**src/rtl/map_pkg.sv**
```systemverilog
// Shared types and constants for the MAP decoder frame scheduler.
// Holds the scheduler state enum, width defaults and direction encodings.
package map_pkg;

  localparam int ADDR_W_DEF = 8;
  localparam int ITER_W_DEF = 4;

  localparam logic DIR_FWD = 1'b0;
  localparam logic DIR_BWD = 1'b1;

  typedef enum logic [2:0] {
    S_IDLE,
    S_INIT_F,
    S_FWD,
    S_INIT_B,
    S_BWD,
    S_DONE
  } state_e;

endpackage

```
**src/rtl/map_step_cnt.sv**
```systemverilog
// Up/down loadable trellis-step counter with saturating terminal flag.
// Ports: clr/load/en controls, up direction, last (N-1), cnt value, term flag.
module map_step_cnt #(
  parameter int W = 8
) (
  input  logic         clk,
  input  logic         rst,
  input  logic         clr,
  input  logic         load,
  input  logic [W-1:0] load_val,
  input  logic         en,
  input  logic         up,
  input  logic [W-1:0] last,
  output logic [W-1:0] cnt,
  output logic         term
);

  logic [W-1:0] cnt_q;
  logic [W-1:0] cnt_d;

  // Terminal address: N-1 going up, 0 going down.
  assign term = up ? (cnt_q == last) : (cnt_q == '0);

  // At the terminal address the counter holds; the pass change is
  // handled by the scheduler via load.
  always_comb begin
    cnt_d = cnt_q;
    if (clr) begin
      cnt_d = '0;
    end else if (load) begin
      cnt_d = load_val;
    end else if (en && !term) begin
      cnt_d = up ? cnt_q + W'(1) : cnt_q - W'(1);
    end
  end

  always_ff @(posedge clk or negedge rst) begin
    if (!rst) begin
      cnt_q <= '0;
    end else begin
      cnt_q <= cnt_d;
    end
  end

  assign cnt = cnt_q;

endmodule

```
**src/rtl/map_sched.sv**
```systemverilog
// Frame scheduler: forward/backward trellis passes over max_iter iterations.
// Ports: start/abort/frame_len/max_iter/step_done in; stage control and status out.
module map_sched
  import map_pkg::*;
#(
  parameter int ADDR_W = ADDR_W_DEF,
  parameter int ITER_W = ITER_W_DEF
) (
  input  logic              clk,
  input  logic              rst,
  input  logic              start,
  input  logic              abort,
  input  logic [ADDR_W-1:0] frame_len,
  input  logic [ITER_W-1:0] max_iter,
  input  logic              step_done,
  output logic              init_metrics,
  output logic              step_req,
  output logic [ADDR_W-1:0] ad_addr,
  output logic              w_r,
  output logic              dir,
  output logic              llr_en,
  output logic [ITER_W-1:0] iter,
  output logic              busy,
  output logic              done,
  output logic              err
);

  state_e state_q, state_d;

  logic [ADDR_W-1:0] n_q, n_d;
  logic [ITER_W-1:0] mi_q, mi_d;
  logic [ITER_W-1:0] iter_q, iter_d;

  logic init_q, init_d;
  logic req_q, req_d;
  logic wr_q, wr_d;
  logic dir_q, dir_d;
  logic busy_q, busy_d;
  logic done_q, done_d;
  logic err_q, err_d;

  logic              cnt_clr;
  logic              cnt_load;
  logic [ADDR_W-1:0] cnt_val;
  logic              cnt_en;
  logic              cnt_up;
  logic              cnt_term;
  logic [ADDR_W-1:0] cnt;
  logic              hs;

  assign hs     = req_q & step_done;
  assign cnt_up = (state_q == S_FWD);

  map_step_cnt #(
    .W(ADDR_W)
  ) u_cnt (
    .clk     (clk),
    .rst     (rst),
    .clr     (cnt_clr),
    .load    (cnt_load),
    .load_val(cnt_val),
    .en      (cnt_en),
    .up      (cnt_up),
    .last    (n_q - ADDR_W'(1)),
    .cnt     (cnt),
    .term    (cnt_term)
  );

  always_comb begin
    state_d  = state_q;
    n_d      = n_q;
    mi_d     = mi_q;
    iter_d   = iter_q;
    err_d    = 1'b0;
    cnt_clr  = 1'b0;
    cnt_load = 1'b0;
    cnt_val  = '0;
    cnt_en   = 1'b0;
    if (abort) begin
      state_d = S_IDLE;
      iter_d  = '0;
      cnt_clr = 1'b1;
    end else begin
      unique case (state_q)
        S_IDLE: begin
          if (start) begin
            if (frame_len == '0) begin
              err_d = 1'b1;
            end else begin
              n_d     = frame_len;
              mi_d    = (max_iter == '0) ? ITER_W'(1) : max_iter;
              iter_d  = '0;
              cnt_clr = 1'b1;
              state_d = S_INIT_F;
            end
          end
        end
        S_INIT_F: state_d = S_FWD;
        S_FWD: begin
          if (hs) begin
            if (cnt_term) begin
              // Preload N-1 so INIT_B already shows it.
              cnt_load = 1'b1;
              cnt_val  = n_q - ADDR_W'(1);
              state_d  = S_INIT_B;
            end else begin
              cnt_en = 1'b1;
            end
          end
        end
        S_INIT_B: state_d = S_BWD;
        S_BWD: begin
          if (hs) begin
            if (cnt_term) begin
              if (iter_q == mi_q - ITER_W'(1)) begin
                state_d = S_DONE;
              end else begin
                iter_d   = iter_q + ITER_W'(1);
                cnt_load = 1'b1;
                cnt_val  = '0;
                state_d  = S_INIT_F;
              end
            end else begin
              cnt_en = 1'b1;
            end
          end
        end
        S_DONE:  state_d = S_IDLE;
        default: state_d = S_IDLE;
      endcase
    end
  end

  // Outputs are registered: decode them from the next state.
  always_comb begin
    init_d = (state_d == S_INIT_F) || (state_d == S_INIT_B);
    req_d  = (state_d == S_FWD) || (state_d == S_BWD);
    wr_d   = (state_d == S_INIT_F) || (state_d == S_FWD);
    dir_d  = ((state_d == S_INIT_B) || (state_d == S_BWD))
             ? DIR_BWD : DIR_FWD;
    busy_d = (state_d != S_IDLE);
    done_d = (state_d == S_DONE);
  end

  always_ff @(posedge clk or negedge rst) begin
    if (!rst) begin
      state_q <= S_IDLE;
      n_q     <= '0;
      mi_q    <= '0;
      iter_q  <= '0;
      init_q  <= 1'b0;
      req_q   <= 1'b0;
      wr_q    <= 1'b0;
      dir_q   <= DIR_FWD;
      busy_q  <= 1'b0;
      done_q  <= 1'b0;
      err_q   <= 1'b0;
    end else begin
      state_q <= state_d;
      n_q     <= n_d;
      mi_q    <= mi_d;
      iter_q  <= iter_d;
      init_q  <= init_d;
      req_q   <= req_d;
      wr_q    <= wr_d;
      dir_q   <= dir_d;
      busy_q  <= busy_d;
      done_q  <= done_d;
      err_q   <= err_d;
    end
  end

  assign init_metrics = init_q;
  assign step_req     = req_q;
  assign ad_addr      = cnt;
  assign w_r          = wr_q;
  assign dir          = dir_q;
  assign llr_en       = req_q & step_done & dir_q;
  assign iter         = iter_q;
  assign busy         = busy_q;
  assign done         = done_q;
  assign err          = err_q;

endmodule

```
**config.mk**
```make
export PLATFORM = sky130hd
export DESIGN_NAME = map_sched
export DESIGN_NICKNAME = d
export VERILOG_FILES = /design/src/rtl/map_pkg.sv /design/src/rtl/map_step_cnt.sv /design/src/rtl/map_sched.sv
export SDC_FILE = /design/constraint.sdc
export NUM_CORES = 1
export LEC_CHECK = 0
export ABC_AREA = 1
export BUFFER_PORTS_ARGS = -buffer_cell sky130_fd_sc_hd__buf_2
export CORE_AREA = 4 4 73 75
export CTS_CLUSTER_SIZE = 20
export DETAILED_ROUTE_END_ITERATION = 8
export DIE_AREA = 0 0 77 79
export PLACE_DENSITY = 0.74
export SYNTH_ARGS = -nofsm -noshare
export SYNTH_HDL_FRONTEND = slang
export SYNTH_SLANG_ARGS = --single-unit
export TNS_END_PERCENT = 20
```
**constraint.sdc**
```tcl
create_clock -name clk -period 3 [get_ports clk]
set_input_delay 0.6 -clock clk [delete_from_list [all_inputs] [get_ports clk]]
set_output_delay 0.6 -clock clk [all_outputs]
set_load 0.02 [all_outputs]
```
==> flow_metrics.tcl, run 1 <==
set metrics [dict create \
    insertion_delay_ps 290 \
    drt-initial-drc-count 135 \
    cts_root_buffer "clkbuf_8" \
    power_frac_seq_pct 33.2 \
    hp-class "in2async" \
    cp_cell_sequence "inv_1 -> nand2_1 -> nor2_4 -> inv_1 -> ha_1 -> a21oi_1 -> nand2_1 -> a21o_1 -> nand2_1 -> nand2_1 -> a21oi_1 -> o21ai_0 -> or2_2 -> nand3_1 -> nand3_2 -> nand2_1" \
    worstSetupPathType "reg2reg" \
    maxCapViolCount 0 \
    final_max_slew_viol_count 0 \
    critPathArrivalTime_ps 2790 \
    port_buffers 36 \
    tightest_slew_ps 764 \
    cts_setup_buffers 0 \
    crit_slowest_cell "dfrtp_1" \
    syn_nets 357 \
    hold_buffers 0 \
    finalSetupTns_ps 0 \
    synth_area_sq_um 2460 \
    p_int_mw 1.11 \
    post-place-ws_ps 447 \
    cts_made_buffers 5 \
    crit_fanout 9 \
    fmax_ghz 0.391 \
    synth_area_per_cell_sq_um 7.47 \
    drtPass1Iterations 4 \
    synth-seq-cells 34 \
    crit_top_cell "nand2_1" \
    max_slew_margin_pct 49.1 \
    start_util_pct 52.9 \
    design.core.area_sq_um 4660 \
    cts.sink_count 34 \
    diodes 0 \
    switching_share_pct 43.6 \
    ctsResizeCount 0 \
    mostFrequentLayoutCell "nand2_1" \
    period_needed_ps 2560 \
    ys_types 35 \
    fillers 437 \
    syn_inst 330 \
    ys_seq_area_share_pct 34.5 \
    crit_required_ps 3230 \
    grt_pass1_vias 2099 \
    cpPeakStageDelay_ps 410 \
    gp_congestion 0.861 \
    die_w_microns 77 \
    irDropWorstVdd_uv 326 \
    path_clk_slew_ps 70 \
    grt_setup_unrepaired "no" \
    power_frac_comb_pct 48.5 \
    multi_input_comb_area_sq_um 1390 \
    final_cell_mix "nand2_1, inv_1, buf_2" \
    grt_max_degree 35 \
    r2r_start "state_q[0]" \
    fin_skew_ps 6.75 \
    viasPerCell 5.07 \
    outcome "completed" \
    grt_overflow 0 \
    crit_start "state_q[0]" \
    worst_slack_ps 443 \
    yosys_warnings 0 \
    wl_per_cell_microns 12.5 \
    final_nets 396 \
    power.density_nw_per_um2 708 \
    regArea_sq_um 851 \
    ys_top_cells_by_area "dfrtp_1, nand2_1, inv_1, nand3_1, o21ai_0" \
    cp-start-kind "flop" \
    clockPowerShare_pct 18.3 \
    syn_to_final_growth_pct 12.6 \
    die_area_sq_um 6080 \
    fin_crit_sh_pct 85.2 \
    vias 2149 \
    num_rows 25 \
    drive_above_1_share_pct 24.1 \
    drtAntennaViolNets 0 \
    grt_usage_pct 19.1 \
    drt-total-wl_mm 5.30 \
    num_io_pins 37 \
    cts_tree "built" \
    p_sw_mw 0.856 \
    htreeDepth 2 \
    end_kind "flop" \
    yosysTopAreaCell "dfrtp_1" \
    synth.top_cell.area_share_pct 34.5 \
    setup_violations 0 \
    p_leak_nw 1.44 \
    hold_viol 0 \
    die_h_microns 79 \
    clockBufferDepth 2 \
    antenna_found_initial 0 \
    drc 0 \
    grt_pass1_wl_mm 9.32 \
    dp_hpwl_mm 4.10 \
]
per-layer routing:
metal | global-route usage, % | up-vias | wire [microns]
met3 | 3.97 | 10 | 236
met4 | 7.47 | 0 | 110
met2 | 33.1 | 44 | 2530
met1 | 23.4 | 962 | 2420
li1 | - | 1133 | -
met5 | 0 | - | 0
final cells by class:
| cell class | count | share of cell area [%] |
|---|---|---|
| clock inverter | 2 | 0.451 |
| multi-input combinational | 241 | 50.1 |
| sequential | 34 | 30.7 |
| tap | 54 | 2.44 |
| timing repair buffer | 36 | 6.50 |
| inverter | 51 | 6.90 |
| clock buffer | 6 | 2.98 |
worst paths after layout:
path / slack, ps / cells past startpoint / endpoint
min in group clk: 510 / 2 / mi_q[3]
setup / recovery: 440 / 16 / u_cnt.cnt[7]
hold / removal: 370 / 1 / n_q[1]
setup reg to reg: 440 / 16 / u_cnt.cnt[7]
hold reg to reg: 510 / 2 / mi_q[3]
max in group asynchronous: 2140 / 1 / u_cnt.cnt[6]
metrics by stage:
step	hold WS (ps)	std cells	instance area, sq um	utilization [%]	power (mW)
floorplan	304	330	2460	-	1.40
global placement	481	416	2680	57.5	1.60
detailed placement	496	416	2680	57.5	1.61
CTS	401	424	2770	59.5	1.98
global route	432	424	2770	59.5	2.15
finish	369	424	2770	59.5	1.96
sequential cells by signal (all words and copies together) (netlist names):
register / cells
n_q: 8
u_cnt.cnt: 8
dir: 1
init_metrics: 1
state_q: 3
busy: 1
iter: 4
mi_q: 4
err: 1
w_r: 1
step_req: 1
done: 1
cells by family (layout without fill, tap and decap cells):
group                    count (synthesis)  count (layout)  share of synthesized area (%)
AO/OA/AOI/OAI                           46              46                           11.0
XOR/XNOR                                12              12                           4.82
flip-flops                              34              34                           34.5
buffers and inverters                   55              95                           9.09
adder cells (fa/ha/maj)                 10              10                           5.38
AND/OR/NAND/NOR                        173             173                           35.1
power by group through the flow:
stage,registers [mW],clock network (mW),logic [mW]
floorplan,0.686,0,0.717
global placement,0.659,0,0.937
detailed placement,0.662,0,0.951
CTS,0.653,0.371,0.959
global route,0.666,0.389,1.09
finish,0.652,0.360,0.953
synth_stat cells:
cell / number
a21o_1: 1
nor4_1: 4
nor2_2: 9
o21ai_2: 4
nor2_4: 2
o211ai_1: 1
a211oi_4: 1
inv_2: 7
nand2_1: 84
o21ai_0: 23
nand3_1: 26
o21ai_1: 1
or2_2: 1
and2_1: 1
buf_2: 1
nand2_2: 7
a32oi_1: 1
ha_1: 9
buf_12: 1
nand2_4: 2
nor3_2: 1
inv_1: 44
nand3_2: 9
xor2_1: 5
xnor3_1: 1
nand4_1: 3
fa_1: 1
clkbuf_1: 2
o21a_1: 1
a21oi_1: 13
nor2_1: 21
xnor2_1: 6
nor3_1: 1
dfrtp_1: 34
nand3_4: 2
worst max-delay path, delay by kind of cell, from the launching register on:
family,cells,cell delay [ps]
AO/OA/AOI/OAI,4,510
AND/OR/NAND/NOR,9,950
buffers and inverters,2,270
adder cells (fa/ha/maj),1,380
flip-flops,1,410
Note: power is estimated with default switching activity, not from simulation.
==> run 2, diff against run 1 <==
--- a/config.mk
+++ b/config.mk
@@ -7,10 +7,10 @@
 export LEC_CHECK = 0
 export ABC_AREA = 1
 export BUFFER_PORTS_ARGS = -buffer_cell sky130_fd_sc_hd__buf_2
-export CORE_AREA = 4 4 73 75
+export CORE_AREA = 4 4 81 68
 export CTS_CLUSTER_SIZE = 20
 export DETAILED_ROUTE_END_ITERATION = 8
-export DIE_AREA = 0 0 77 79
+export DIE_AREA = 0 0 85 72
 export PLACE_DENSITY = 0.74
 export SYNTH_ARGS = -nofsm -noshare
 export SYNTH_HDL_FRONTEND = slang
==> flow_metrics.tcl, run 2 (same netlist as run 1, synthesis figures left out) <==
set metrics [dict create \
    antenna_found_initial 0 \
    busiest_layer "met2" \
    outcome "completed" \
    crit_family "simple AND/OR/NAND/NOR gates" \
    num_io_pins 37 \
    cp-start-kind "flop" \
    drt-initial-drc-count 210 \
    vias 2200 \
    num_rows 23 \
    crit_buf_inv 2 \
    crit_top_cell "nand2_1" \
    drtAntennaViolNets 0 \
    path_clk_slew_ps 70 \
    grt_overflow 0 \
    p_leak_nw 1.44 \
    cp_cell_sequence "inv_1 -> nand2_1 -> nor2_4 -> inv_1 -> ha_1 -> a21oi_1 -> nand2_1 -> a21o_1 -> nand2_1 -> nand2_1 -> a21oi_1 -> o21ai_0 -> or2_2 -> nand3_1 -> nand3_2 -> nand2_1" \
    grt_pass1_vias 2011 \
    end_kind "flop" \
    maxCapViolCount 0 \
    cpPeakStageDelay_ps 410 \
    worstSetupPathType "reg2reg" \
    port_buffers 36 \
    die_area_sq_um 6120 \
    htreeDepth 2 \
    dp_cells 424 \
    diodes 0 \
    cts_root_buffer "clkbuf_8" \
    hp-class "in2async" \
    grtUsageMet2_pct 28.6 \
    drtPass1Iterations 4 \
    cts_made_buffers 5 \
    power_frac_seq_pct 33.2 \
    fmax_ghz 0.380 \
    crit_slowest_cell "dfrtp_1" \
    clockBufferDepth 2 \
    power.density_nw_per_um2 706 \
    final_nets 396 \
    mostFrequentLayoutCell "nand2_1" \
    tightest_slew_ps 741 \
    wl_per_cell_microns 12.3 \
    fin_crit_sh_pct 87.7 \
    drc 0 \
    final_cell_mix "nand2_1, inv_1, buf_2" \
    insertion_delay_ps 290 \
    fin_skew_ps 2.81 \
    design.core.area_sq_um 4810 \
    gp_congestion 0.899 \
    p_sw_mw 0.852 \
    ctsResizeCount 0 \
    grt_setup_unrepaired "no" \
    p_int_mw 1.11 \
    hold_buffers 0 \
    grt_pass1_wl_mm 9.33 \
    stdcell_count 432 \
    grt_max_degree 35 \
    grt.met1_usage_pct 27.9 \
    drive_above_1_share_pct 23.8 \
    critPathArrivalTime_ps 2860 \
    grt_usage_pct 19.2 \
    max_slew_margin_pct 50.6 \
    cts.sink_count 34 \
    drt-total-wl_mm 5.30 \
    setup_violations 0 \
    switching_share_pct 43.4 \
    power_frac_comb_pct 48.9 \
    final_max_slew_viol_count 0 \
    finalSetupTns_ps 0 \
    crit_required_ps 3230 \
    syn_to_final_growth_pct 12.8 \
    crit_fanout 9 \
    clockPowerShare_pct 17.9 \
    post-route-util_pct 57.8 \
    grt_util_met3_pct 3.86 \
    viasPerCell 5.09 \
    irDropWorstVdd_uv 322 \
    hold_viol 0 \
    fillers 462 \
    cts_tree "built" \
    dp_hpwl_mm 4.19 \
    period_needed_ps 2630 \
    die_w_microns 85 \
    start_util_pct 51.3 \
    cts_setup_buffers 0 \
    die_h_microns 72 \
]
[run 2: power by group through the flow]
stage | clock network (mW) | logic [mW] | registers [mW]
2_1_floorplan | 0 | 0.717 | 0.686
3_3_place_gp | 0 | 0.936 | 0.656
3_5_place_dp | 0 | 0.955 | 0.657
4_1_cts | 0.359 | 0.963 | 0.649
5_1_grt | 0.382 | 1.09 | 0.664
6_report | 0.352 | 0.959 | 0.652
[run 2: final timing paths]
check                           start      endpoint  slack (ps)  cells after the start
setup / recovery           state_q[0]  u_cnt.cnt[7]         370                     16
hold / removal                    rst           w_r         370                      1
setup reg to reg           state_q[0]  u_cnt.cnt[7]         370                     16
hold reg to reg               mi_q[3]       mi_q[3]         500                      2
max in group asynchronous         rst        n_q[0]        2160                      1
min in group clk              mi_q[3]       mi_q[3]         500                      2
[run 2: layer usage]
layer	up-vias	part of all wire (%)
met1	994	50
li1	1138	-
met5	-	0
met2	62	42
met4	0	1.0
met3	6	6.6
[run 2: metrics by stage]
stage / cell area (sq um) / power [mW] / hold slack [ps] / setup WS [ps]
floorplan: 2460 / 1.40 / 304 / 656
global placement: 2690 / 1.59 / 483 / 524
detailed placement: 2690 / 1.61 / 491 / 406
CTS: 2780 / 1.97 / 406 / 378
global route: 2780 / 2.14 / 453 / 64.5
finish: 2780 / 1.96 / 368 / 370
[run 2: cell type report]
class                           count  area [sq um]  share of cell area (%)
Timing Repair Buffer               36           180                    6.48
Sequential cell                    34           851                    30.6
Inverter                           51           191                    6.89
Clock buffer                        7          86.3                    3.11
Clock inverter                      1          5.00                   0.180
Tap cell                           62          77.6                    2.79
Multi-Input combinational cell    241          1390                    50.0
[run 2: worst reg2reg max path: cells and delay by family, from the launching register on]
kind,cells,cell delay [ps]
compound gates,4,530
fa+ha+maj,1,390
buf+inv,2,280
flops,1,410
simple gates,9,960
